==> src/rtl/demux_dispatch_sequencer_if.sv <==
// Request and demux-drive signal bundle for demux_dispatch_sequencer.
// The master side issues requests; the slave side is the sequencer itself.
interface demux_dispatch_sequencer_if #(
    parameter int DEPTH = 4
);
    localparam int CW = $clog2(DEPTH) + 1;

    logic          req_valid;
    logic [2:0]    req_sel;
    logic          req_data;
    logic          req_ready;
    logic [2:0]    dmx_sel;
    logic          dmx_in;
    logic          busy;
    logic          done_pulse;
    logic [CW-1:0] fifo_count;

    modport master (
        output req_valid, req_sel, req_data,
        input  req_ready, dmx_sel, dmx_in, busy, done_pulse, fifo_count
    );

    modport slave (
        input  req_valid, req_sel, req_data,
        output req_ready, dmx_sel, dmx_in, busy, done_pulse, fifo_count
    );
endinterface

==> src/rtl/demux_dispatch_sequencer.sv <==
// Buffers routing requests in a FIFO and replays each one onto the 1x8 demux
// for a fixed hold window plus guard gap, so sel never moves while in is high.
module demux_dispatch_sequencer #(
    parameter int DEPTH = 4,
    parameter int HOLD  = 3,
    parameter int GAP   = 1
) (
    input  logic                     clk,
    input  logic                     rst_n,
    demux_dispatch_sequencer_if.slave bus
);
    localparam int PW   = $clog2(DEPTH);
    localparam int CMAX = (HOLD > GAP) ? HOLD : GAP;
    localparam int CW   = $clog2(CMAX + 1);

    typedef enum logic [1:0] {
        IDLE  = 2'd0,
        DRIVE = 2'd1,
        GUARD = 2'd2
    } state_t;

    logic [3:0]    mem_r [DEPTH];
    logic [PW:0]   wr_ptr_r, rd_ptr_r;
    logic [PW:0]   count_s, count_next_s;
    logic          full_s, empty_s, push_s, pop_s, load_s;
    logic [3:0]    head_s;
    state_t        state_r, state_next_s;
    logic [CW-1:0] cnt_r, cnt_next_s;
    logic [2:0]    sel_r, sel_next_s;
    logic          in_r, in_next_s;
    logic          done_r, done_next_s;
    logic          busy_r, busy_next_s;

    // Pointers carry one extra bit so full and empty are distinguishable.
    assign count_s      = wr_ptr_r - rd_ptr_r;
    assign full_s       = (count_s == (PW+1)'(DEPTH));
    assign empty_s      = (count_s == {(PW+1){1'b0}});
    assign push_s       = bus.req_valid && !full_s;
    assign head_s       = mem_r[rd_ptr_r[PW-1:0]];
    assign count_next_s = count_s + (PW+1)'(push_s) - (PW+1)'(pop_s);

    assign bus.req_ready  = !full_s;
    assign bus.fifo_count = count_s;
    assign bus.dmx_sel    = sel_r;
    assign bus.dmx_in     = in_r;
    assign bus.done_pulse = done_r;
    assign bus.busy       = busy_r;

    // FIFO storage and pointers.
    always_ff @(posedge clk or negedge rst_n) begin
        if (!rst_n) begin
            for (int i = 0; i < DEPTH; i++) begin
                mem_r[i] <= 4'b0000;
            end
            wr_ptr_r <= {(PW+1){1'b0}};
            rd_ptr_r <= {(PW+1){1'b0}};
        end else begin
            if (push_s) begin
                mem_r[wr_ptr_r[PW-1:0]] <= {bus.req_data, bus.req_sel};
                wr_ptr_r                <= wr_ptr_r + (PW+1)'(1);
            end
            if (pop_s) begin
                rd_ptr_r <= rd_ptr_r + (PW+1)'(1);
            end
        end
    end

    // Sequencer state and registered demux outputs.
    always_ff @(posedge clk or negedge rst_n) begin
        if (!rst_n) begin
            state_r <= IDLE;
            cnt_r   <= {CW{1'b0}};
            sel_r   <= 3'b000;
            in_r    <= 1'b0;
            done_r  <= 1'b0;
            busy_r  <= 1'b0;
        end else begin
            state_r <= state_next_s;
            cnt_r   <= cnt_next_s;
            sel_r   <= sel_next_s;
            in_r    <= in_next_s;
            done_r  <= done_next_s;
            busy_r  <= busy_next_s;
        end
    end

    // Next-state logic; load_s marks every edge that pops a request into DRIVE.
    always_comb begin
        state_next_s = state_r;
        cnt_next_s   = cnt_r;
        sel_next_s   = sel_r;
        in_next_s    = in_r;
        load_s       = 1'b0;
        pop_s        = 1'b0;
        case (state_r)
            IDLE: begin
                in_next_s = 1'b0;
                if (!empty_s) begin
                    load_s = 1'b1;
                end else begin
                    state_next_s = IDLE;
                end
            end
            DRIVE: begin
                if (cnt_r == {CW{1'b0}}) begin
                    if (GAP > 0) begin
                        in_next_s    = 1'b0;
                        cnt_next_s   = CW'(GAP - 1);
                        state_next_s = GUARD;
                    end else if (!empty_s) begin
                        load_s = 1'b1;
                    end else begin
                        in_next_s    = 1'b0;
                        state_next_s = IDLE;
                    end
                end else begin
                    cnt_next_s = cnt_r - CW'(1);
                end
            end
            GUARD: begin
                in_next_s = 1'b0;
                if (cnt_r == {CW{1'b0}}) begin
                    if (!empty_s) begin
                        load_s = 1'b1;
                    end else begin
                        state_next_s = IDLE;
                    end
                end else begin
                    cnt_next_s = cnt_r - CW'(1);
                end
            end
            default: begin
                in_next_s    = 1'b0;
                state_next_s = IDLE;
            end
        endcase
        if (load_s) begin
            pop_s        = 1'b1;
            sel_next_s   = head_s[2:0];
            in_next_s    = head_s[3];
            cnt_next_s   = CW'(HOLD - 1);
            state_next_s = DRIVE;
        end else begin
            pop_s = 1'b0;
        end
        done_next_s = (state_next_s == DRIVE) && (cnt_next_s == {CW{1'b0}});
        busy_next_s = (state_next_s != IDLE) || (count_next_s != {(PW+1){1'b0}});
    end
endmodule

==> src/flat_wrapper.sv <==
// flat-port wrapper written by rule: the top's interface ports become plain ports
module demux_dispatch_sequencer_flat 
#(
    parameter int DEPTH = 4,
    parameter int HOLD  = 3,
    parameter int GAP   = 1
)
  (clk, rst_n, bus_req_valid, bus_req_sel, bus_req_data, bus_req_ready, bus_dmx_sel, bus_dmx_in, bus_busy, bus_done_pulse, bus_fifo_count);
  demux_dispatch_sequencer_if #(.DEPTH(DEPTH)) bus_i ();
  input  logic clk;
  input  logic rst_n;
  input wire logic [$bits(bus_i.req_valid)-1:0] bus_req_valid;
  input wire logic [$bits(bus_i.req_sel)-1:0] bus_req_sel;
  input wire logic [$bits(bus_i.req_data)-1:0] bus_req_data;
  output wire logic [$bits(bus_i.req_ready)-1:0] bus_req_ready;
  output wire logic [$bits(bus_i.dmx_sel)-1:0] bus_dmx_sel;
  output wire logic [$bits(bus_i.dmx_in)-1:0] bus_dmx_in;
  output wire logic [$bits(bus_i.busy)-1:0] bus_busy;
  output wire logic [$bits(bus_i.done_pulse)-1:0] bus_done_pulse;
  output wire logic [$bits(bus_i.fifo_count)-1:0] bus_fifo_count;
  assign bus_i.req_valid = bus_req_valid;
  assign bus_i.req_sel = bus_req_sel;
  assign bus_i.req_data = bus_req_data;
  assign bus_req_ready = bus_i.req_ready;
  assign bus_dmx_sel = bus_i.dmx_sel;
  assign bus_dmx_in = bus_i.dmx_in;
  assign bus_busy = bus_i.busy;
  assign bus_done_pulse = bus_i.done_pulse;
  assign bus_fifo_count = bus_i.fifo_count;
  demux_dispatch_sequencer #(.DEPTH(DEPTH), .HOLD(HOLD), .GAP(GAP)) u_core (.clk(clk), .rst_n(rst_n), .bus(bus_i));
endmodule
==> config.mk <==
export PLATFORM = sky130hd
export DESIGN_NAME = demux_dispatch_sequencer_flat
export DESIGN_NICKNAME = d
export VERILOG_FILES = /design/src/rtl/demux_dispatch_sequencer_if.sv /design/src/rtl/demux_dispatch_sequencer.sv /design/src/flat_wrapper.sv
export SDC_FILE = /design/constraint.sdc
export NUM_CORES = 1
export LEC_CHECK = 0
export BUFFER_PORTS_ARGS = -buffer_cell sky130_fd_sc_hd__buf_4
export CORE_MARGIN = 5
export CORE_UTILIZATION = 58
export DETAILED_ROUTE_END_ITERATION = 8
export HOLD_SLACK_MARGIN = 0.03
export PLACE_DENSITY = 0.77
export SLEW_MARGIN = 20
export SYNTH_ARGS = -nofsm -noshare
export SYNTH_HDL_FRONTEND = slang
export SYNTH_SLANG_ARGS = --single-unit
==> constraint.sdc <==
create_clock -name clk -period 4 [get_ports clk]
set_input_delay 0.6 -clock clk [delete_from_list [all_inputs] [get_ports clk]]
set_output_delay 0.6 -clock clk [all_outputs]
set_load 0.01 [all_outputs]
==> impl_results.rst, run 1 <==
.. list-table::
   :header-rows: 1

   * - Metric
     - Value
   * - DRC Markers
     - 0
   * - Vias per cell
     - 5.75
   * - Final worst path period need
     - 3.80 ns
   * - Critical path startpoint category
     - flip-flop
   * - Global-route wire length before repair
     - 5220 µm
   * - FFs w/ async S/R, synth
     - 1.00
   * - Capture point of the critical path
     - u_core.bus.busy$_DFF_PN0_
   * - Cell chosen for the clock root
     - clkbuf_4
   * - Post-synthesis to final-layout area growth
     - 13.8%
   * - Routed wirelength normalized by instance count
     - 15.9 µm
   * - Cell count after synthesis
     - 135
   * - Post-detailed-placement half-perimeter wirelength
     - 2210 µm
   * - Capturing element type of the critical path
     - flip-flop
   * - Number of antenna diodes
     - 0
   * - Unrepaired setup endpoints after global routing
     - no
   * - Slew Viols, Final
     - 0
   * - Number of setup violations in the final report
     - 0
   * - Worst-case clock skew
     - approximately 0.0056 ns
   * - Drt total wl
     - roughly 3000 µm
   * - Effective utilization at floorplan
     - 0.611
   * - Cell types with the largest area share after synthesis
     - dfrtp_1 (47%), mux2_1 (11%), ha_1 (8.8%)
   * - Source-to-sink clock delay at the later pin of the worst-skew pair
     - 0.34 ns
   * - Library cell occupying the most area in the post-synthesis netlist
     - dfrtp_1
   * - Count of cell types in the netlist
     - 36
   * - Highest metal layer with signal wires
     - met4
   * - Max_slew headroom
     - 0.692
   * - Grt total ovfl
     - 0
   * - Synth top area share
     - 0.471
   * - Worst hold-check path type
     - input pin to async pin
   * - Std-Cell Rows
     - 19
   * - Worst path required time
     - 4.22 ns
   * - Met1 wire length
     - ~1300 µm
   * - Initial antenna violation count
     - 0
   * - Number of global-route vias before repair
     - 1149
   * - CTS buffer count
     - 5
   * - First-pass detailed-route iteration total
     - 4
   * - Result of the run
     - completed
   * - Area of the core
     - between 0.002 and 0.003 mm²
   * - R2r startpoint
     - u_core.wr_ptr_r[0]$_DFFE_PN0P_
   * - Post-DRT Antenna Nets
     - 0
   * - Seq/Total Area, Yosys
     - 0.471
   * - CTS H-tree lvls
     - 2
   * - CTS tree
     - yes
   * - Pin count of the biggest net entering global routing
     - 33
   * - Number of primary I/O pins
     - 17
   * - Maximum clock frequency
     - around 260 MHz
   * - Initial DRC Count
     - 71
   * - Netlist area before placement
     - 0.00170 mm²
   * - Source of the critical timing path
     - u_core.wr_ptr_r[0]$_DFFE_PN0P_
   * - Final net count
     - 178
   * - Die ar.
     - 0.00411 mm²
   * - Slew of the pin with the lowest slew margin
     - 0.461 ns
   * - Die span in y
     - 64.1 µm
   * - Final worst path period share
     - 0.950
   * - Number of buffers added on ports
     - 16
   * - Kind of critical path
     - flip-flop to flip-flop
   * - Routability Congestion
     - 0.772
   * - Most frequently used flop master after synthesis
     - dfrtp_1
   * - Reg2Reg Setup Slack
     - roughly 0.2 ns
   * - Number of max-cap violations
     - 0
   * - Layout cells sized above 1
     - 0.259
   * - Total negative slack for setup checks
     - 0 ns
   * - Number of setup buffers added after CTS
     - 0
   * - Most instantiated library cell after synthesis
     - dfrtp_1
   * - Longest Clk Path Bufs
     - 2
   * - Arrival time reported for the critical path endpoint
     - around 4 ns
   * - Final Hold Fails
     - 0
   * - Top cell types by occurrence after synthesis
     - dfrtp_1 (32), nand2_1 (20), mux2_1 (16)
   * - Post-synthesis sequential element count
     - 32
   * - Hold-fix buffers, CTS
     - 0
   * - Clock transition at path regs
     - approximately 0.1 ns
   * - Sum of met2 wire segment lengths after detailed routing
     - 1520 µm
   * - Syn nets
     - 156
   * - Mean instance size in the synthesized netlist
     - 12.6 µm²
   * - Endpoint of the most critical register-to-register path
     - u_core.bus.busy$_DFF_PN0_
   * - R2r worst-path depth
     - 14
   * - Worst Path Max Fanout
     - 10
   * - Routed wl met3
     - between 100 and 150 µm
   * - Clock sink count
     - 32
   * - Global router's overall resource usage
     - 0.168
   * - Total via count after detailed routing
     - 1086
   * - Number of enable-type register cells in the synthesized netlist
     - 0
   * - Die Width
     - roughly 64 µm
   * - Yosys Warn Count
     - 0
-- worst min-delay path by stage --
stage | startpoint | to | slack, ns | cells past startpoint
global route | rst_n | u_core.mem_r[12]$_DFFE_PN0P_ | 0.18 | 1
CTS | rst_n | u_core.mem_r[14]$_DFFE_PN0P_ | 0.17 | 1
global placement | u_core.mem_r[15]$_DFFE_PN0P_ | u_core.mem_r[15]$_DFFE_PN0P_ | 0.47 | 1
finish | rst_n | u_core.mem_r[8]$_DFFE_PN0P_ | 0.17 | 1
floorplan | rst_n | u_core.bus.busy$_DFF_PN0_ | 0.30 | 0
detailed placement | u_core.bus.dmx_sel[0]$_DFFE_PN0P_ | u_core.bus.dmx_sel[0]$_DFFE_PN0P_ | 0.47 | 2
-- sequential cells by signal, summed over array words and instances, names as in the netlist --
signal and cells:
u_core.cnt_r 2, u_core.bus.done_pulse 1, u_core.wr_ptr_r 3, u_core.bus.busy 1, u_core.state_r 2, u_core.mem_r 16
u_core.bus.dmx_in 1, u_core.rd_ptr_r 3, u_core.bus.dmx_sel 3
-- what timing repair did --
item	in CTS	in global routing
gates resized for setup	0	2
hold endpoints to repair	0	0
endpoints found under the setup margin	0	1
-- area by class of cell --
class	count	area (µm²)
clock buffers	6	41.3
clock inverters	2	35.0
fillers	195	846
inverters	11	41.3
multi-input cells	90	851
flip-flops and latches	32	801
well taps	31	38.8
repair buffers	17	128
-- through the flow --
step                      std cells  cell area, µm²  utilization  setup WS [ns]  hold WS [ns]
after global placement          181            1860        0.667          0.264         0.468
after global routing            189            1940        0.696        0.00345         0.180
after floorplan                 135            1700            -          0.363         0.304
after detailed placement        181            1860        0.667          0.126         0.473
after CTS                       189            1930        0.695          0.107         0.173
final                           189            1940        0.696          0.201         0.173
-- critical path, cell delays in order (launching register included) --
cell	delay [ns]
dfrtp_1	0.39
inv_1	0.11
ha_1	0.22
fa_2	0.62
and2_2	0.21
o2bb2ai_4	0.20
inv_2	0.13
ha_1	0.30
inv_1	0.04
ha_1	0.19
fa_1	0.37
xor2_1	0.18
xnor2_1	0.12
or3_1	0.29
or3_1	0.31
-- placed cells by master, fill, tap and decap left out, types with 2 or more instances in the layout --
master / count
dfrtp_1: 32
nand2_1: 20
buf_4: 17
mux2_1: 16
ha_1: 12
inv_1: 10
xnor2_1: 5
clkbuf_4: 5
nand2_2: 4
mux4_2: 4
o21ai_0: 3
or3_1: 2
-- logic make-up (layout without fill, tap and decap cells) --
family / Yosys count / in the layout / share of synthesized area
AND/OR/NAND/NOR: 36 / 36 / 0.107
buffers and inverters: 13 / 36 / 0.0309
AO/OA/AOI/OAI: 13 / 13 / 0.0758
flip-flops: 32 / 32 / 0.471
multiplexers: 20 / 20 / 0.159
XOR/XNOR: 7 / 7 / 0.0449
adder cells (fa/ha/maj): 14 / 14 / 0.112
-- layer usage --
| metal | GRT usage | up-vias |
|---|---|---|
| met5 | 0 | - |
| met4 | 0.0891 | 0 |
| met2 | 0.279 | 23 |
| met1 | 0.188 | 544 |
| li1 | - | 510 |
| met3 | 0.0595 | 9 |
Power of run 1 is left out: the tool's default activity adds up to more than one toggle a clock period on the data nets, which glitch-free logic cannot reach.
==> run 2: changes to the inputs <==
--- a/config.mk
+++ b/config.mk
@@ -11,6 +11,7 @@
 export DETAILED_ROUTE_END_ITERATION = 8
 export HOLD_SLACK_MARGIN = 0.03
 export PLACE_DENSITY = 0.77
+export RECOVER_POWER = 25
 export SLEW_MARGIN = 20
 export SYNTH_ARGS = -nofsm -noshare
 export SYNTH_HDL_FRONTEND = slang
==> impl_results.rst, run 2 (synthesis results as in run 1) <==
.. list-table::
   :header-rows: 1

   * - Metric
     - Value
   * - Initial DRC Count
     - 71
   * - Worst hold-check path type
     - input pin to flip-flop
   * - Worst-case clock skew
     - 0.00561 ns
   * - CTS buffer count
     - 5
   * - Layout cells sized above 1
     - 0.253
   * - CTS H-tree lvls
     - 2
   * - Final Hold Fails
     - 0
   * - Pin count of the biggest net entering global routing
     - 33
   * - Endpoint of the most critical register-to-register path
     - u_core.bus.busy$_DFF_PN0_
   * - Critical path buffers and inverters
     - 3
   * - Cell with the largest stage delay on the worst path
     - fa_2
   * - Slowest Stage Delay on Critical Path
     - 0.62 ns
   * - Number of global-route vias before repair
     - 1149
   * - DRC Markers
     - 0
   * - Post-DRT Antenna Nets
     - 0
   * - R2r worst-path depth
     - 14
   * - Number of setup buffers added after CTS
     - 0
   * - Number of antenna diodes
     - 0
   * - Number of buffers added on ports
     - 16
   * - Drt total wl
     - 3020 µm
   * - Reg2Reg Setup Slack
     - 0.20 ns
   * - Violations in the final reports
     - capacitance limit, slew limit
   * - Routed wirelength normalized by instance count
     - 16.0 µm
   * - Post-synthesis to final-layout area growth
     - 13.6%
   * - Effective utilization at floorplan
     - 0.611
   * - Most common library cell in the layout ignoring fill and taps
     - dfrtp_1
   * - Kind of critical path
     - flip-flop to flip-flop
   * - Final worst path period need
     - 3.80 ns
   * - Initial antenna violation count
     - 0
   * - Hold-fix buffers, CTS
     - 0
   * - Number of setup violations in the final report
     - 0
   * - Result of the run
     - complete, but fails checks
   * - Clock sink count
     - 32
   * - Number of flip-flops under the largest register name
     - 16
   * - R2r startpoint
     - u_core.wr_ptr_r[0]$_DFFE_PN0P_
   * - Cells along the critical path
     - inv_1 -> ha_1 -> fa_2 -> and2_2 -> o2bb2ai_4 -> inv_2 -> ha_1 -> inv_1 -> ha_1 -> fa_1 -> xor2_1 -> xnor2_1 -> or3_1 -> or3_1
   * - Post-detailed-placement half-perimeter wirelength
     - 2210 µm
   * - Die Width
     - 64.1 µm
   * - Maximum clock frequency
     - 263 MHz
   * - Slew Viols, Final
     - 33
   * - Number of cells on the critical path
     - 14
   * - Final net count
     - 178
   * - Unrepaired setup endpoints after global routing
     - no
   * - Die ar.
     - a little over 0.004 mm²
   * - Std-Cell Rows
     - 19
   * - Commonest non-fill, non-tap cells in the layout
     - dfrtp_1 (32), nand2_1 (20), mux2_1 (16), buf_4 (16), ha_1 (12)
   * - Top register by number of flip-flops
     - u_core.mem_r
   * - Clock transition at path regs
     - ~0.1 ns
   * - Vias per cell
     - 5.75
   * - Total negative slack for setup checks
     - 0 ns
   * - Arrival time reported for the critical path endpoint
     - 4.02 ns
   * - Source of the critical timing path
     - u_core.wr_ptr_r[0]$_DFFE_PN0P_
   * - Grt total ovfl
     - 0
   * - Slew of the pin with the lowest slew margin
     - 1.66 ns
   * - Routability Congestion
     - 0.772
   * - Worst path required time
     - 4.22 ns
   * - Number of primary I/O pins
     - 17
   * - Global router's overall resource usage
     - 0.168
   * - Worst Path Max Fanout
     - 10
   * - Critical path startpoint category
     - flip-flop
   * - Kind of cell adding the most delay to the critical path
     - adder cells
   * - Source-to-sink clock delay at the later pin of the worst-skew pair
     - 0.34 ns
   * - Cell chosen for the clock root
     - clkbuf_4
   * - Longest Clk Path Bufs
     - 2
   * - Top cell by count, worst path
     - ha_1
   * - First-pass detailed-route iteration total
     - 4
   * - CTS tree
     - yes
   * - Final worst path period share
     - 0.950
   * - Capture point of the critical path
     - u_core.bus.busy$_DFF_PN0_
   * - Global-route wire length before repair
     - 5220 µm
   * - Number of max-cap violations
     - 1
   * - Capturing element type of the critical path
     - flip-flop
   * - Area of the core
     - between 0.002 and 0.003 mm²
   * - Total via count after detailed routing
     - 1086
   * - Die span in y
     - 64.1 µm
   * - Max_slew headroom
     - -0.104
## run 2: changes by cell type in the layout (fill, tap and decap cells not counted), sizes merged
cell	delta
clkbuf	+1
buf	-1
## run 2: area by class of cell
cell class                      instances  area (µm²)
Clock buffer                            6        41.3
Clock inverter                          2        35.0
Fill cell                             197         850
Inverter                               11        41.3
Multi-Input combinational cell         90         851
Sequential cell                        32         801
Tap cell                               31        38.8
Timing Repair Buffer                   17         124
## run 2: worst min-delay path by stage
stage	to	depth (start not counted)	slack, ns	start
3_3_place_gp	u_core.mem_r[15]$_DFFE_PN0P_	1	0.47	u_core.mem_r[15]$_DFFE_PN0P_
5_1_grt	u_core.mem_r[2]$_DFFE_PN0P_	2	0.47	bus_req_sel[2]
6_report	u_core.mem_r[10]$_DFFE_PN0P_	2	0.49	bus_req_sel[2]
4_1_cts	u_core.mem_r[14]$_DFFE_PN0P_	1	0.17	rst_n
3_5_place_dp	u_core.bus.dmx_sel[0]$_DFFE_PN0P_	2	0.47	u_core.bus.dmx_sel[0]$_DFFE_PN0P_
2_1_floorplan	u_core.bus.busy$_DFF_PN0_	0	0.30	rst_n
## run 2: repair_timing
action / 4_1_cts / 5_1_grt
endpoints found under the hold margin: 0 / 0
gates resized for setup: 0 / 2
setup endpoints to repair: 0 / 1
## run 2: per-layer routing
metal  global-route usage  routed length (µm)  vias up
li1                     -                   -      510
met1                0.188                1290      544
met2                0.279                1520       23
met3               0.0595                 133        9
met4               0.0891                  79        0
met5                    0                   0        -
## run 2: metrics by stage
stage / cell area, µm² / std cells / hold slack [ns] / worst slack, ns / util
finish: 1930 / 189 / 0.492 / 0.201 / 0.695
global route: 1930 / 189 / 0.468 / 0.00345 / 0.695
CTS: 1930 / 189 / 0.173 / 0.107 / 0.695
detailed placement: 1860 / 181 / 0.473 / 0.126 / 0.667
global placement: 1860 / 181 / 0.468 / 0.264 / 0.667
floorplan: 1700 / 135 / 0.304 / 0.363 / -
Power of run 2 is left out for the same reason.
